File: src/rtl/adventure_driver.sv
// rtl/adventure_driver.sv - route player that drives the room-navigation FSM and checks each move
module adventure_driver #(
  parameter int unsigned TIMEOUT = 8
) (
  input  logic       clk,
  input  logic       reset_n,
  input  logic       start,
  input  logic       skip_sword,
  input  logic [6:0] room,
  input  logic       sw_in,
  input  logic       win_in,
  input  logic       d_in,
  output logic       n,
  output logic       s,
  output logic       e,
  output logic       w,
  output logic       v,
  output logic       busy,
  output logic       done,
  output logic       won,
  output logic       died,
  output logic       fail,
  output logic [1:0] fail_code,
  output logic [2:0] step
);

  typedef enum logic [2:0] {ST_IDLE, ST_ISSUE, ST_WAIT, ST_DONE, ST_FAIL} state_t;

  localparam logic [7:0] TIMER_LAST = 8'(TIMEOUT - 1);

  state_t     state_q, state_d;
  logic [3:0] cmd_q, cmd_d;          // {n, s, e, w}
  logic [6:0] pre_q, pre_d;          // room seen when the move was issued
  logic [7:0] timer_q, timer_d;
  logic [2:0] step_q, step_d;
  logic [1:0] code_q, code_d;
  logic       sword_q, sword_d;
  logic       skip_q, skip_d;
  logic       busy_q, busy_d;
  logic       done_q, done_d;
  logic       won_q, won_d;
  logic       died_q, died_d;
  logic       fail_q, fail_d;
  logic       timeout;
  logic       flag_ok;
  logic       flag_bad;

  // Command for each route step as {n, s, e, w}; step 5 only watches the outcome flags.
  function automatic logic [3:0] cmd_of(input logic [2:0] st);
    case (st)
      3'd0:    cmd_of = 4'b0010;
      3'd1:    cmd_of = 4'b0100;
      3'd2:    cmd_of = 4'b0001;
      3'd3:    cmd_of = 4'b0010;
      3'd4:    cmd_of = 4'b0110;
      default: cmd_of = 4'b0000;
    endcase
  endfunction

  // Room the FSM should land in after each move.
  function automatic logic [6:0] exp_of(input logic [2:0] st);
    case (st)
      3'd0:    exp_of = 7'b0000010;
      3'd1:    exp_of = 7'b0000100;
      3'd2:    exp_of = 7'b0001000;
      3'd3:    exp_of = 7'b0000100;
      3'd4:    exp_of = 7'b0010000;
      default: exp_of = 7'b0000000;
    endcase
  endfunction

  // Skipping the sword detour jumps from step 1 straight to the room-4 move.
  function automatic logic [2:0] next_of(input logic [2:0] st, input logic sk);
    if (st == 3'd1 && sk) next_of = 3'd4;
    else                  next_of = st + 3'd1;
  endfunction

  assign timeout  = (timer_q == TIMER_LAST);
  assign flag_ok  = sword_q ? win_in : d_in;
  assign flag_bad = sword_q ? d_in : win_in;

  // Next-state and next-output logic; command bits default low so pulses last one cycle.
  always_comb begin
    state_d = state_q;
    cmd_d   = 4'b0000;
    pre_d   = pre_q;
    timer_d = timer_q;
    step_d  = step_q;
    code_d  = code_q;
    sword_d = sword_q;
    skip_d  = skip_q;
    busy_d  = busy_q;
    done_d  = done_q;
    won_d   = won_q;
    died_d  = died_q;
    fail_d  = fail_q;
    case (state_q)
      ST_IDLE, ST_DONE, ST_FAIL: begin
        if (start) begin
          done_d  = 1'b0;
          won_d   = 1'b0;
          died_d  = 1'b0;
          fail_d  = 1'b0;
          code_d  = 2'd0;
          skip_d  = skip_sword;
          sword_d = 1'b0;
          step_d  = 3'd0;
          if (room != 7'b0000001) begin
            state_d = ST_FAIL;
            fail_d  = 1'b1;
            code_d  = 2'd1;
            busy_d  = 1'b0;
          end else begin
            state_d = ST_ISSUE;
            busy_d  = 1'b1;
          end
        end
      end
      ST_ISSUE: begin
        cmd_d   = cmd_of(step_q);
        pre_d   = room;
        timer_d = 8'd0;
        state_d = ST_WAIT;
      end
      ST_WAIT: begin
        timer_d = timer_q + 8'd1;
        if (step_q == 3'd2 && sw_in) sword_d = 1'b1;
        if (step_q < 3'd5) begin
          if (room == exp_of(step_q)) begin
            step_d  = next_of(step_q, skip_q);
            state_d = ST_ISSUE;
          end else if (room != pre_q) begin
            state_d = ST_FAIL;
            fail_d  = 1'b1;
            code_d  = 2'd3;
            busy_d  = 1'b0;
          end else if (timeout) begin
            state_d = ST_FAIL;
            fail_d  = 1'b1;
            code_d  = 2'd2;
            busy_d  = 1'b0;
          end
        end else begin
          if (flag_ok) begin
            state_d = ST_DONE;
            busy_d  = 1'b0;
            done_d  = 1'b1;
            won_d   = win_in;
            died_d  = d_in;
          end else if (flag_bad || timeout) begin
            state_d = ST_FAIL;
            fail_d  = 1'b1;
            code_d  = flag_bad ? 2'd3 : 2'd2;
            busy_d  = 1'b0;
          end
        end
      end
      default: state_d = ST_IDLE;
    endcase
  end

  // State and output registers; reset clears everything, dropping commands immediately.
  always_ff @(posedge clk or negedge reset_n) begin
    if (!reset_n) begin
      state_q <= ST_IDLE;
      cmd_q   <= 4'b0000;
      pre_q   <= 7'b0000000;
      timer_q <= 8'd0;
      step_q  <= 3'd0;
      code_q  <= 2'd0;
      sword_q <= 1'b0;
      skip_q  <= 1'b0;
      busy_q  <= 1'b0;
      done_q  <= 1'b0;
      won_q   <= 1'b0;
      died_q  <= 1'b0;
      fail_q  <= 1'b0;
    end else begin
      state_q <= state_d;
      cmd_q   <= cmd_d;
      pre_q   <= pre_d;
      timer_q <= timer_d;
      step_q  <= step_d;
      code_q  <= code_d;
      sword_q <= sword_d;
      skip_q  <= skip_d;
      busy_q  <= busy_d;
      done_q  <= done_d;
      won_q   <= won_d;
      died_q  <= died_d;
      fail_q  <= fail_d;
    end
  end

  assign {n, s, e, w} = cmd_q;
  assign v         = sword_q;
  assign busy      = busy_q;
  assign done      = done_q;
  assign won       = won_q;
  assign died      = died_q;
  assign fail      = fail_q;
  assign fail_code = code_q;
  assign step      = step_q;

endmodule

File: config.mk
export PLATFORM = sky130hd
export DESIGN_NAME = adventure_driver
export DESIGN_NICKNAME = d
export VERILOG_FILES = /design/src/rtl/adventure_driver.sv
export SDC_FILE = /design/constraint.sdc
export NUM_CORES = 1
export LEC_CHECK = 0
export BUFFER_PORTS_ARGS = -buffer_cell sky130_fd_sc_hd__buf_2
export CELL_PAD_IN_SITES_DETAIL_PLACEMENT = 1
export CELL_PAD_IN_SITES_GLOBAL_PLACEMENT = 1
export CORE_MARGIN = 2
export CORE_UTILIZATION = 46
export DETAILED_ROUTE_END_ITERATION = 6
export PLACE_DENSITY_LB_ADDON = 0.1
export SKIP_LAST_GASP = 1
export SLEW_MARGIN = 20
export SYNTH_ARGS = -nofsm -noshare
export SYNTH_HDL_FRONTEND = slang
export SYNTH_SLANG_ARGS = --single-unit
File: constraint.sdc
create_clock -name clk -period 6.3 [get_ports clk]
set_input_delay 1.26 -clock clk [delete_from_list [all_inputs] [get_ports clk]]
set_output_delay 1.26 -clock clk [all_outputs]
set_load 0.01 [all_outputs]
==> results.yml <==
routing:
  drc_errors: 0
  via_per_inst: 5.62
  antenna_left: 0
  routed_wl_um: 4830
  vias: 1580
  wire_per_inst_um: 17.2
  firstDrtPassIters: 4
  first_iter_violations: 53
setup_path:
  cp_cell_sequence: "buf_2, or3_1, nor3_2, o2111a_2, nand3_2, and3b_4, mux2_4"
  reg2reg_from: "state_q[2]$_DFFE_PN0P_"
  crit_required_ns: 6.47
  start_kind: "input pin"
  critical_path.max_fanout: 5
  crit-reg2reg-capture: "state_q[2]$_DFFE_PN0P_"
  rr_worst_depth: 5
  crit_type: "in2reg"
  cp_slowest_cell: "or3_1"
  cp_slowest_stage_delay_ns: 0.38
  r2r_slack_ns: 3.78
  cp.arrival_ns: 2.87
  end_kind: "flip-flop"
worst_hold_path:
  whs_path_depth: 2
  hold_path_end: "pre_q[1]$_DFFE_PN0P_"
  hold_path.class: "reg2reg"
  min_from: "pre_q[1]$_DFFE_PN0P_"
yosys:
  postSynthCellCount: 201
  yosysWarnings: 0
  synth_nets: 221
  synth-compound-area-share_pct: 13.6
  yosys.area.top_type: "dfrtp_1"
  synth_area_um2: 1860
  synth-simple-area-share_pct: 25.7
  synth-edff-count: 0
  synth_fa_ha_area_share_pct: 4.03
  synth_seq_cells: 33
  synthArstFlopShare_pct: 100
  seq_area_frac_synth_pct: 44.3
  synth_xor_area_share_pct: 3.76
  synth_top_area_share_pct: 44.3
  synthMuxAreaShare_pct: 5.51
  synthTopCellsByArea: "dfrtp_1, nand2_1, ha_1"
  synth_top_family_by_area: "simple AND/OR/NAND/NOR gates"
  syn_area_per_cell_um2: 9.27
  synth_common_cells: "nand2_1, dfrtp_1, nor2_1, nand3_1, o21ai_0"
  yosys.cell_types.count: 49
  ys.flop_type: "dfrtp_1"
  yosysMostFrequentCell: "nand2_1"
power:
  p_int_uw: 341
  switchingPower_uw: 114
  swShare_pct: 25.1
  p_leak_nw: 0.978
  clockPowerShare_pct: 38.9
  total_power_uw: 455
  share_comb_of_total_power_pct: 10.2
  power_frac_seq_pct: 50.8
  p_per_area_nw_per_um2: 213
  vdd_drop_max_mv: 0.119
finish:
  fillers: 476
  area_growth_pct: 14.8
  final_cells: 281
  n_antenna_cell: 0
  nNetsFinal: 250
  layout-drive-gt1-share_pct: 21.6
timing:
  rsz0062_at_grt: "false"
  hold_viol: 0
  fin_tns_setup_ns: 0
  holdWs_ns: 0.500
  finalSetupViolCount: 0
  finalClockSkew_ns: 0.00738
  min_period_over_period_pct: 42.8
  relSlewSlack_pct: 44.7
  max_freq_mhz: 371
  setup_ws_ns: 3.60
  slew_violations: 0
  tightest_slew_ns: 0.826
  min_period_ns: 2.70
global_routing:
  grt_max_degree: 34
  grt_pass1_vias: 1732
  track_usage_pct: 24.3
  grt_pass1_wl_um: 8110
  grt_overflow: 0
  antenna_found_initial: 0
place:
  pre_cts_ws_ns: 3.33
  port_buffers: 27
  hpwl_um: 3650
  placedCellCount: 273
  gp_congestion: 0.829
run:
  drv_cap: 0
floorplan:
  start_util_pct: 47.3
  rows: 23
  core_area_um2: 3940
  dieWidth_um: 67.6
  ios: 29
  die_h_um: 67.6
  dieArea_um2: 4580
clock_tree:
  post-cts-setup-buffer-count: 0
  cts_buffer_depth: 2
  cts_root_buffer: "clkbuf_8"
  numCtsBuffers: 5
  clock_latency_ns: 0.28
  htreeDepth: 2
  clkTransAtPathRegs_ns: 0.07
  ctsResizeCount: 0
  cts_tree: "yes"
  cts_hold_buffers: 0
  clock-sinks: 33
status:
  status: "finished, final reports clean"
[per-stage QoR]
step	util (%)	instance area [um^2]
6_report	54.2	2140
5_1_grt	54.2	2140
4_1_cts	54.2	2140
3_5_place_dp	51.7	2040
3_3_place_gp	51.7	2040
2_1_floorplan	-	1860
[metal layers]
metal / up-vias / GRT usage, % / share of wire [%]
met5: - / 0 / 0
met4: 0 / 7.40 / 0.52
met3: 4 / 5.17 / 3.8
met2: 27 / 43.5 / 51
met1: 790 / 28.8 / 45
li1: 759 / - / -
[layout by cell type (no fill, tap or decap), drive strengths merged, types with 4 or more instances in the layout]
| master | n |
|---|---|
| nand2 | 36 |
| dfrtp | 33 |
| buf | 27 |
| nor2 | 19 |
| nand3 | 13 |
| o21ai | 12 |
| inv | 8 |
| xnor2 | 7 |
| nor2b | 7 |
| clkbuf | 7 |
| ha | 6 |
| mux2i | 5 |
| a22o | 5 |
| mux2 | 4 |
[registers in the layout, indices dropped and copies added, names as in the netlist]
name,count
timer_q,8
cmd_q,3
skip_q,1
died,1
pre_q,7
state_q,3
busy,1
done,1
won,1
step,3
fail,1
v,1
fail_code,2
[kinds of logic (layout without fill, tap and decap cells)]
group / after synthesis / in the layout
buf+inv: 13 / 43
fa+ha+maj: 6 / 6
mux: 9 / 9
other cells: 1 / 1
flops: 33 / 33
simple gates: 95 / 95
compound gates: 36 / 36
xor+xnor: 8 / 8
[how the worst max path moves through the flow]
stage            start                       end  slack, ns
2_1_floorplan  room[0]  fail_code[0]$_DFFE_PN0P_       3.62
3_3_place_gp   room[0]  fail_code[0]$_DFFE_PN0P_       3.39
3_5_place_dp   room[0]  fail_code[0]$_DFFE_PN0P_       3.33
4_1_cts        room[0]  fail_code[0]$_DFFE_PN0P_       3.61
5_1_grt        room[0]  fail_code[0]$_DFFE_PN0P_       3.53
6_report       room[0]  fail_code[0]$_DFFE_PN0P_       3.60
[final cells by class]
| class | count | area, um^2 | area share (%) |
|---|---|---|---|
| Clock inverter | 1 | 5.00 | 0.234 |
| Tap cell | 50 | 62.6 | 2.93 |
| Timing Repair Buffer | 27 | 135 | 6.32 |
| Multi-Input combinational cell | 155 | 983 | 46.0 |
| Clock buffer | 7 | 96.3 | 4.51 |
| Sequential cell | 33 | 826 | 38.6 |
| Inverter | 8 | 30.0 | 1.40 |
[worst max-delay path, delay by kind of cell]
family / cells / cell delay (ns)
buffers and inverters: 1 / 0.12
multiplexers: 1 / 0.30
AO/OA/AOI/OAI: 1 / 0.28
AND/OR/NAND/NOR: 4 / 0.90
[power by group through the flow]
stage / clock, mW / sequential [mW] / combinational, mW
floorplan: 0 / 0.233 / 0.0277
global placement: 0 / 0.235 / 0.0440
detailed placement: 0 / 0.235 / 0.0470
CTS: 0.181 / 0.231 / 0.0475
global route: 0.190 / 0.232 / 0.0522
finish: 0.177 / 0.231 / 0.0466
Note: power is estimated with default switching activity, not from simulation.
